<file path="config.mk">
export PLATFORM = sky130hd
export DESIGN_NAME = key_entry_buffer
export DESIGN_NICKNAME = d
export VERILOG_FILES = /design/src/rtl/key_entry_buffer.sv
export SDC_FILE = /design/constraint.sdc
export NUM_CORES = 1
export LEC_CHECK = 0
export CAP_MARGIN = 20
export CORE_ASPECT_RATIO = 1.25
export CORE_MARGIN = 1.5
export CORE_UTILIZATION = 46
export DETAILED_ROUTE_END_ITERATION = 16
export GPL_TIMING_DRIVEN = 0
export PLACE_DENSITY_LB_ADDON = 0.08
export SLEW_MARGIN = 10
export SYNTH_ARGS = -nofsm -noshare
export SYNTH_HDL_FRONTEND = slang
export SYNTH_SLANG_ARGS = --single-unit
</file>
<file path="constraint.sdc">
create_clock -name clk -period 2 [get_ports clk]
set_clock_uncertainty 0.15 [all_clocks]
set_input_delay 0.3 -clock clk [delete_from_list [all_inputs] [get_ports clk]]
set_output_delay 0.3 -clock clk [all_outputs]
set_load 0.05 [all_outputs]
</file>
<file path="src/rtl/key_entry_buffer.sv">
// Keypad entry buffer: collects digit strobes into a shift buffer with
// clear, backspace and a commit hand-off of a complete entry.
module key_entry_buffer #(
  parameter int NUM_DIGITS = 4,
  parameter int DIGIT_W    = 4,
  parameter int MAX_KEY    = 9,
  localparam int CW        = $clog2(NUM_DIGITS + 1)
) (
  input  logic                          clk,
  input  logic                          reset,
  input  logic [DIGIT_W-1:0]            key,
  input  logic                          key_valid,
  input  logic                          key_clear,
  input  logic                          key_back,
  input  logic                          commit,
  output logic [NUM_DIGITS*DIGIT_W-1:0] digits,
  output logic [CW-1:0]                 digit_count,
  output logic                          full,
  output logic [NUM_DIGITS*DIGIT_W-1:0] committed,
  output logic                          commit_valid,
  output logic                          err
);

  localparam int NW = NUM_DIGITS * DIGIT_W;
  localparam logic [CW-1:0] CNT_MAX = CW'(NUM_DIGITS);
  localparam logic [DIGIT_W-1:0] KEY_MAX = DIGIT_W'(MAX_KEY);

  logic [NW-1:0]  digits_q, digits_d;
  logic [CW-1:0]  count_q, count_d;
  logic [NW-1:0]  commit_q, commit_d;
  logic           cv_q, cv_d;
  logic           err_q, err_d;
  logic           full_w;

  assign full_w = (count_q == CNT_MAX);

  // Priority: clear > commit > back > key; lower ones are dropped silently
  always_comb begin
    digits_d = digits_q;
    count_d  = count_q;
    commit_d = commit_q;
    cv_d     = 1'b0;
    err_d    = 1'b0;
    priority case (1'b1)
      key_clear: begin
        digits_d = '0;
        count_d  = '0;
      end
      commit: begin
        if (full_w) begin
          commit_d = digits_q;
          cv_d     = 1'b1;
          digits_d = '0;
          count_d  = '0;
        end else begin
          err_d = 1'b1;
        end
      end
      key_back: begin
        if (count_q != '0) begin
          digits_d = digits_q >> DIGIT_W;
          count_d  = count_q - 1'b1;
        end
      end
      key_valid: begin
        if (key <= KEY_MAX) begin
          digits_d = {digits_q[NW-DIGIT_W-1:0], key};
          if (!full_w) count_d = count_q + 1'b1;
        end else begin
          err_d = 1'b1;
        end
      end
      default: ;
    endcase
  end

  always_ff @(posedge clk) begin
    if (reset) begin
      digits_q <= '0;
      count_q  <= '0;
      commit_q <= '0;
      cv_q     <= 1'b0;
      err_q    <= 1'b0;
    end else begin
      digits_q <= digits_d;
      count_q  <= count_d;
      commit_q <= commit_d;
      cv_q     <= cv_d;
      err_q    <= err_d;
    end
  end

  assign digits       = digits_q;
  assign digit_count  = count_q;
  assign full         = full_w;
  assign committed    = commit_q;
  assign commit_valid = cv_q;
  assign err          = err_q;

endmodule

</file>
==> results.md, run 1 <==
- R2r worst-path depth: 6
- Largest net degree at the start of global routing: 11
- Pre-CTS setup slack: -0.383 ns
- Adder-cell share of the synthesized area: ~1.2%
- Worst slew pin tran: 0.505 ns
- Vias in the first global route: roughly 1400
- Std cell rows: 24
- PwrDens: between 600 and 700 nW/um^2
- Cell area after synthesis: between 1500 and 2000 um^2
- Design area: about 2300 um^2
- EDFF count, synth: 0
- Top-Level Pins: 48
- Synth Area in Compound Gates: roughly 15%
- Sink Count: 37
- RSZ-0062 raised after global routing: false
- Post-synthesis simple-gate area fraction: around 15%
- Max clock buf depth: 2
- Detailed router's first-iteration violation count: 32
- Critical path's top delay family: buffers and inverters
- Gr busiest metal: met2
- Final GP Congestion: ~0.9
- H-tree depth: 2
- Power Total: 0.00140 W
- Area post-placement: ~2200 um^2
- Max Freq: 506 MHz
- Crit-path max cell delay: ~0.84 ns
- Antenna-violating nets left: 0
- Final Routed Wirelength: 4.02 mm
- Layout area overhead: 40.6%
- Synthesized net count: about 170
- CTS clk-pin slew, worst paths: around 0.070 ns
- Synthesized flop and latch total: 37
- Root Buffer: clkbuf_8
- Crit-path max FO: 4
- Layout cell share with drive strength beyond 1: 16.5%
- Crit share post-route: about 100%
- Hold path depth: 2
- Initial Util: between 40% and 50%
- Sequential share of the synthesized area: 44.9%
- Data arrival time of the critical path: 1.53 ns
- Largest family of logic cells by synthesized area: multiplexers
- Cells after Synth: 163
- Overflow after GRT: 0
- Vias per inst: approximately 5.7
- Hold Path End: committed[2]
- Port Buffer Count: 46
- Unique masters post-synth: 29
- Pins over their slew limit: 0
- Post-layout min period: between 1.5 and 2 ns
- First-pass GRT wire length: 6.80 mm
- Critical Path End Type: output pin
- Core area: 3450 um^2
- Final Setup Violations: 0
- Min-Delay Startpoint: reset
- Global routing usage on met1: 28.2%
- Asr flop ratio synth: 0%
- Met2 Use GR: 35.1%
- Reg2Reg Setup Slack: roughly 0.24 ns
- Max_slew headroom: about two thirds
- Global-route met3 utilization: about 4.6%
- Worst-skew pair later-pin latency: 0.28 ns
- Startpoint Class: flip-flop
- Worst hold path class: in2reg
- Leakage Power: 1.10 nW
- Origin of the critical flop-to-flop path: digit_count[0]
- Post-CTS Hold Fix Bufs: 0
- Die Width: approximately 57 um
- DRC: 0
- Max-Cap Viols: 0
- Slowest CP cell: clkdlybuf4s50_1
- Fin nets: about 230
- Min Hold Slack: between 0.2 and 0.3 ns
- CTS tree: done
- Mux cell area share after synthesis: 17.0%
- Synth Flop Type: dfxtp_1
- Worst Path Buf+Inv: 1
- Post-route setup slack: ~0.024 ns
- Reg2Reg Capture Point: digits[15]
- Total track usage: 21.5%
- Dpl hpwl: roughly 2.9 mm
- Non-filler cells, final: 257
- Ys Warns: 0
- Via count: about 1500
- CP cell instances: clkdlybuf4s50_1
- Cells after DPL: ~250
- Routed len/inst: about 16 um
- XOR/XNOR Fraction of Synth Area: 0.531%
- Initial antenna violation count: 0
- Die height: roughly 70 um
- ANT cells: 0
- Num CTS Buffers: 5
- Pre-Repair DR Iteration Count: 4
- Worst Path Required: between 1.5 and 2 ns
- Die footprint: 3960 um^2
- Status: complete, no violations
- Syn Area/Cell: 10.1 um^2
- Final hold violations: 0
- Worst Path Class, Setup: reg2out
- Max rail drop VDD: about 670 uV
==> what timing repair did <==
action | 4_1_cts | 5_1_grt
setup endpoints to repair | 16 | 9
pin swaps | 1 | 0
setup buffers | 2 | 0
gates resized for setup | 9 | 9
==> layer usage <==
| metal | wire length, um | part of all wire, % | vias to the layer above |
|---|---|---|---|
| met5 | 0 | 0 | - |
| met4 | 51 | 1.3 | 0 |
| met3 | 194 | 4.8 | 6 |
| met2 | 1940 | 48 | 40 |
| met1 | 1840 | 46 | 705 |
| li1 | - | - | 711 |
==> report_power, final <==
group | switching, W | total, W | internal [W] | leakage (nW)
registers | 0.00000342 | 0.000742 | 0.000738 | 0.300
logic | 0.0000830 | 0.000147 | 0.0000643 | 0.751
clock network | 0.000236 | 0.000510 | 0.000273 | 0.0443
==> state kept, by name, summed over array words and instances, names as in the netlist <==
| signal | cells |
|---|---|
| committed | 16 |
| commit_valid | 1 |
| digits | 16 |
| err | 1 |
| digit_count | 3 |
==> Yosys cell counts, drive strengths merged, types with 2 or more instances <==
library cell / n / area share [%]
a21oi: 2 / 0.83
a31o: 12 / 6.4
buf: 10 / 5.0
clkbuf: 5 / 1.4
dfxtp: 37 / 45
inv: 2 / 0.46
mux2i: 28 / 17
nand2: 3 / 0.68
nand3: 5 / 1.5
nand3b: 2 / 0.91
nor2: 19 / 4.5
nor4: 12 / 4.5
o211ai: 9 / 4.1
o21ai: 8 / 2.4
==> cell families after synthesis <==
family                   after synthesis
AND/OR/NAND/NOR                       45
flip-flops                            37
AO/OA/AOI/OAI                         34
multiplexers                          28
buffers and inverters                 17
XOR/XNOR                               1
adder cells (fa/ha/maj)                1
==> through the flow <==
| stage | utilization, % | setup TNS (ns) |
|---|---|---|
| 4_1_cts | 66.7 | 0 |
| 3_3_place_gp | 63.1 | -5.06 |
| 3_5_place_dp | 63.1 | -5.45 |
| 5_1_grt | 67.2 | 0 |
| 6_report | 67.2 | 0 |
| 2_1_floorplan | - | -0.249 |
==> how the worst max path moves through the flow <==
| stage | slack (ns) | to | start | cells after the start |
|---|---|---|---|---|
| finish | 0.02 | digits[12] | digits[12] | 1 |
| global route | 0.008 | digits[12] | digits[12] | 1 |
| CTS | 0.005 | digits[11] | digits[11] | 1 |
| detailed placement | -0.38 | digits[2] | key_back | 8 |
| global placement | -0.35 | digits[1] | key_back | 8 |
| floorplan | -0.06 | digits[0] | digit_count[2] | 6 |
==> final cells by class <==
class,instances,area (um^2)
Fill cell,289,1130
Tap cell,39,48.8
Multi-Input combinational cell,109,805
Buffer,15,123
Sequential cell,37,747
Clock buffer,7,86.3
Timing Repair Buffer,48,503
Inverter,2,7.51
==> layout by cell type (no fill, tap or decap), types with 6 or more instances in the layout <==
cell type / netlist / routed
dfxtp_1: 37 / 34
clkdlybuf4s50_1: 0 / 33
mux2i_1: 28 / 28
nor2_1: 18 / 17
nor4_1: 12 / 12
o211ai_1: 9 / 9
a31o_2: 9 / 9
o21ai_0: 8 / 8
buf_6: 4 / 6
clkbuf_8: 0 / 6
dlygate4sd2_1: 0 / 6
dlymetal6s2s_1: 0 / 6
No activity file was read; power rests on OpenSTA's default activity.
==> inputs of run 2 (changes only) <==
- HOLD_SLACK_MARGIN: unset -> 0.05
- RECOVER_POWER: unset -> 25
==> results.md, run 2 (synthesis gave the netlist of run 1 again) <==
- Worst Path Buf+Inv: 1 (unchanged)
- Detailed router's first-iteration violation count: 28 (was 32)
- Final Routed Wirelength: 4.03 mm (was 4.02 mm)
- Sink Count: 37 (unchanged)
- ANT cells: 0 (unchanged)
- Layout cell share with drive strength beyond 1: 16.5% (unchanged)
- Most frequent cells in the layout: dfxtp_1, clkdlybuf4s50_1, mux2i_1 (unchanged)
- Max_slew headroom: 60.2% (was 66.3%)
- Pre-CTS setup slack: -0.383 ns (unchanged)
- Routed len/inst: 15.7 um (was 15.6 um)
- Status: complete, no violations (unchanged)
- Critical path's top delay family: buffers and inverters (unchanged)
- Post-layout min period: 1.98 ns (about the same)
- Met2 wire length: 1.95 mm (was 1.94 mm)
- Crit share post-route: 98.8% (about the same)
- RSZ-0062 raised after global routing: false (unchanged)
- Vias in the first global route: 1403 (unchanged)
- Worst hold path class: in2reg (unchanged)
- Cells after DPL: 248 (unchanged)
- Setup TNS Final: 0 ns (unchanged)
- DRC: 0 (unchanged)
- Wire length on met1: 1.82 mm (was 1.84 mm)
- Slowest CP cell: clkdlybuf4s50_1 (unchanged)
- Post-route setup slack: 0.0244 ns (was 0.0245 ns)
- Die footprint: 3960 um^2 (unchanged)
- Num CTS Buffers: 5 (unchanged)
- Startpoint Class: flip-flop (unchanged)
- Non-filler cells, final: 257 (unchanged)
- Initial Util: 47.8% (unchanged)
- Final hold violations: 0 (unchanged)
- CTS tree: done (unchanged)
- WL met3: 205 um (was 194 um)
- Final GP Congestion: 0.877 (unchanged)
- Top-Level Pins: 48 (unchanged)
- Vias per inst: 5.73 (was 5.69)
- H-tree depth: 2 (unchanged)
- Pre-Repair DR Iteration Count: 4 (unchanged)
- PwrDens: 622 nW/um^2 (was 603 nW/um^2)
- Worst Path Class, Setup: reg2out (unchanged)
- Initial antenna violation count: 0 (unchanged)
- Max Freq: 506 MHz (about the same)
- DR top layer: met4 (unchanged)
- Crit-path max FO: 4 (unchanged)
- First-pass GRT wire length: 6.80 mm (unchanged)
- Max rail drop VDD: 667 uV (was 666 uV)
- CTS clk-pin slew, worst paths: 0.07 ns (about the same)
- Commonest non-fill, non-tap cell in the layout: dfxtp_1 (unchanged)
- Die Width: 56.6 um (unchanged)
- Max clock buf depth: 2 (unchanged)
- Core area: 3450 um^2 (unchanged)
- Pins over their slew limit: 0 (unchanged)
- Design area: 2250 um^2 (was 2320 um^2)
- Final Setup Violations: 0 (unchanged)
- Leakage Power: 0.967 nW (was 1.10 nW)
- Overflow after GRT: 0 (unchanged)
- Std cell rows: 24 (unchanged)
- Worst Path Required: 1.55 ns (about the same)
- Critical Path End Type: output pin (unchanged)
- Via count: 1473 (was 1462)
- Antenna-violating nets left: 0 (unchanged)
- Worst slew pin tran: 0.599 ns (was 0.505 ns)
- Power Total: 0.00140 W (about the same)
- CP cell instances: clkdlybuf4s50_1 (unchanged)
- Dpl hpwl: 2.90 mm (unchanged)
- Area post-placement: 2180 um^2 (unchanged)
- Crit-path max cell delay: 0.84 ns (about the same)
- Port Buffer Count: 46 (unchanged)
- Data arrival time of the critical path: 1.53 ns (about the same)
- Max-Cap Viols: 0 (unchanged)
- Total track usage: 21.5% (unchanged)
- Die height: 70.0 um (unchanged)
- Largest net degree at the start of global routing: 11 (unchanged)
- Worst-skew pair later-pin latency: 0.28 ns (about the same)
- Fin nets: 229 (unchanged)
- Layout area overhead: 36.2% (was 40.6%)
- Root Buffer: clkbuf_8 (unchanged)
## run 2: path summary, 6_finish.rpt
check	start	end	depth (start not counted)	slack (ns)
worst max-delay path	digits[12]	digits[12]	1	0.02
worst min-delay path	reset	committed[2]	2	0.27
worst max register to register	digit_count[1]	committed[13]	6	0.11
worst min register to register	committed[7]	committed[7]	2	0.35
## run 2: cell type report
cell class	count	area (um^2)
inverters	2	7.51
fillers	306	1210
plain buffers	15	109
clock buffers	7	86.3
flip-flops and latches	37	747
well taps	39	48.8
repair buffers	48	450
multi-input cells	109	798
## run 2: worst reg2reg max path, cell delays in order (launching register included)
cell      delay (ns)
dfxtp_2         0.36
nor3b_2         0.39
nand3b_1        0.13
clkbuf_2        0.24
buf_4           0.25
mux2i_1         0.19
nor2_1          0.06
## run 2: timing repair
item                       in CTS  in global routing
pin swaps                       1                  0
hold buffers                    0                  0
setup endpoints to repair      16                  9
gates resized for setup         9                  9
buffers inserted                2                  0
## run 2: per-layer routing
layer / GRT usage [%] / vias up
met5: 0 / -
met4: 6.88 / 0
met3: 4.63 / 6
met2: 35.1 / 44
met1: 28.2 / 712
li1: - / 711
## run 2: power by group
group / internal (W) / switching (W)
registers: 0.000738 / 0.00000315
logic: 0.0000632 / 0.0000830
clock network: 0.000273 / 0.000237
## run 2: metrics by stage
stage / hold slack (ns) / util [%]
floorplan: 0.345 / -
global placement: 0.324 / 63.1
detailed placement: 0.341 / 63.1
CTS: 0.264 / 66.7
global route: 0.274 / 65.1
finish: 0.265 / 65.1
==> patch, RTL diff (settings of run 1) <==
Register the inputs `key`, `key_valid`, `key_clear` and `key_back` before use. The logic sees them one clock later. The other inputs are not delayed to match.
--- a/src/rtl/key_entry_buffer.sv
+++ b/src/rtl/key_entry_buffer.sv
@@ -25,6 +25,18 @@
   localparam logic [CW-1:0] CNT_MAX = CW'(NUM_DIGITS);
   localparam logic [DIGIT_W-1:0] KEY_MAX = DIGIT_W'(MAX_KEY);
 
+  logic [DIGIT_W-1:0] key_q;
+  logic key_valid_q;
+  logic key_clear_q;
+  logic key_back_q;
+
+  always_ff @(posedge clk) begin
+    key_q       <= key;
+    key_valid_q <= key_valid;
+    key_clear_q <= key_clear;
+    key_back_q  <= key_back;
+  end
+
   logic [NW-1:0]  digits_q, digits_d;
   logic [CW-1:0]  count_q, count_d;
   logic [NW-1:0]  commit_q, commit_d;
@@ -42,7 +54,7 @@
     cv_d     = 1'b0;
     err_d    = 1'b0;
     priority case (1'b1)
-      key_clear: begin
+      key_clear_q: begin
         digits_d = '0;
         count_d  = '0;
       end
@@ -56,15 +68,15 @@
           err_d = 1'b1;
         end
       end
-      key_back: begin
+      key_back_q: begin
         if (count_q != '0) begin
           digits_d = digits_q >> DIGIT_W;
           count_d  = count_q - 1'b1;
         end
       end
-      key_valid: begin
-        if (key <= KEY_MAX) begin
-          digits_d = {digits_q[NW-DIGIT_W-1:0], key};
+      key_valid_q: begin
+        if (key_q <= KEY_MAX) begin
+          digits_d = {digits_q[NW-DIGIT_W-1:0], key_q};
           if (!full_w) count_d = count_q + 1'b1;
         end else begin
           err_d = 1'b1;
Function: changed (a bounded check fails within 4 cycles, from zero or initial values and one cycle with reset high).
==> patch against run 1 <==
  * Synthesized cell count up 9.2%
  * Largest cell class is now registers
  * Critical endpoint is now digits[0]
  * Sequential cell count up 7
  * Core utilization down 1.6 points
  * Area after synthesis up 12%
  * Design area up 7.9%
  * Clock power up 29%
  * Setup slack better by 0.014 ns
  * Critical path depth unchanged
  * Power up 23%
  * Global-route usage up 0.39 points
  * Count of clock-buffer cells in the layout down 1
  * Sequential share of layout area up 3.0 points
  * Wire length up 10%
==> patch: results (changes against run 1) <==
stage	metric	value	unit	change
run_status	status	finished, final reports clean		
logic_synthesis	post-synthesis net count	189		+8.6%
place	pre-CTS WS	-0.231	ns	+0.152 ns
place	DP HPWL	3200	µm	+10%
logic_synthesis	count of different cell masters after synthesis	31		+6.9%
route	drt initial violations	45		+41%
finish	fill count	346		+20%
place	IO buf count	47		+2.2%
grt	largest net degree at the start of global routing	14		+3
finish	fraction of layout cells with a size suffix above 1	0.116		-0.0493
grt	vias in the first global route	1501		+7.0%
logic_synthesis	Seq/Total Area, Yosys	0.479		+0.0298
setup_path	Critical R2R Capture	digit_count[2]		
grt	initial antenna violation count	0		unchanged
route	Pre-antenna DRT Iters	4		unchanged
logic_synthesis	top post-synthesis cells by area	dfxtp_1 48%, mux2i_1 16%, o41ai_1 5.7%		
setup_path	Crit. Startpoint	digits[0]		
grt	first-pass GRT wire length	7250	µm	+6.6%
clock_tree	Max clock buf depth	2		unchanged
place	gpl congestion	0.866		-1.3%
logic_synthesis	Post-synth top cells	44 x dfxtp_1, 30 x mux2i_1, 21 x nor2_1		
clock_tree	Clock Latency Late Sink	0.29	ns	
pwr	leakage	1.22	nW	+12%
sta	Max Clk Rate	510	MHz	+0.70%
clock_tree	CTS clk-pin slew, worst paths	0.08	ns	
setup_path	largest stage delay on the critical path	0.83	ns	
sta	Hold WS	0.299	ns	+0.0335 ns
grt	Tot GR Track Use	0.219		+0.00389
sta	Relative slew margins	0.594		-0.0689
clock_tree	# Post-CTS Setup Buffers	0		-2
finish	Layout Nets	243		+6.1%
setup_path	r2r setup slk	0.13	ns	-0.11 ns
hold_path	Hold Path Class	input port to flop		
route	routed via count	1569		+7.3%
pwr	Worst VDD drop	0.000481	V	-28%
logic_synthesis	fraction of registers with async set/reset	0		unchanged
place	area of placed instances	2380	µm²	+9.1%
route	DRT Wirelength	4440	µm	+10%
setup_path	cells on worst reg2reg path	5		-1
setup_path	critical path endpoint	digits[0]		
setup_path	Arrival @ worst endpoint	1.51	ns	-0.02 ns
## patch: changes by cell type after synthesis, sizes merged, moves of 4 or more
cell,delta
nand4,+4
o41ai,+12
nor4,-12
a31o,-12
dfxtp,+7
a21oi,+5
## patch: metrics by stage
step | util | power [mW] | TNS, ns | instances
after floorplan | - | 1.02 | 0 | 178
after global placement | 0.623 | 1.07 | -3.06 | 279
after detailed placement | 0.623 | 1.08 | -4.38 | 279
after CTS | 0.649 | 1.73 | 0 | 287
after global routing | 0.656 | 1.79 | -0.00746 | 287
final | 0.656 | 1.71 | 0 | 287
## patch: kinds of logic after synthesis
| kind of cell | share of synthesized area |
|---|---|
| AOI/OAI and AO/OA | 0.184 |
| xor gates and xnor gates | 0.00476 |
| adders and majority gates | 0.0109 |
| buffers and inverters | 0.0523 |
| DFF | 0.479 |
| muxes | 0.163 |
| and+or+nand+nor | 0.106 |
## patch: report_power, final
part,switching (mW),internal [mW]
logic,0.100,0.0623
registers,0.00904,0.886
clock network,0.286,0.371
total,0.395,1.32
## patch: layer usage
layer,GRT usage,up-vias,wire [µm]
met5,0,-,0
met3,0.0440,6,190
met1,0.266,740,1910
met2,0.385,57,2280
met4,0.0667,0,55
li1,-,766,-
## patch: worst reg2reg max path, stage by stage, from the launching register on
cell	delay, ns
dfxtp_1	0.40
fa_1	0.49
o21ai_0	0.09
mux2i_1	0.10
a211o_1	0.30
a211oi_1	0.24
## patch: layout make-up
type | instances | area [µm²] | share of cell area
clock inverters | 2 | 35.0 | 0.0140
inverters | 1 | 3.75 | 0.00150
multi-input cells | 117 | 866 | 0.346
repair buffers | 47 | 483 | 0.193
plain buffers | 16 | 95.1 | 0.0380
clock buffers | 6 | 72.6 | 0.0290
well taps | 54 | 67.6 | 0.0270
flip-flops and latches | 44 | 881 | 0.352
## patch: repair_timing
| item | in CTS | in global routing |
|---|---|---|
| resized for setup | 12 | 15 |
| endpoints found under the setup margin | 10 | 20 |
| hold buffers | 0 | 0 |
## patch: how the worst min path moves through the flow
stage            startpoint           end  cells past startpoint
2_1_floorplan      key_back    key_back_q                      0
3_3_place_gp   committed[0]  committed[0]                      2
3_5_place_dp   committed[0]  committed[0]                      2
4_1_cts            key_back    key_back_q                      1
5_1_grt              key[3]      key_q[3]                      1
6_report             key[0]      key_q[0]                      1
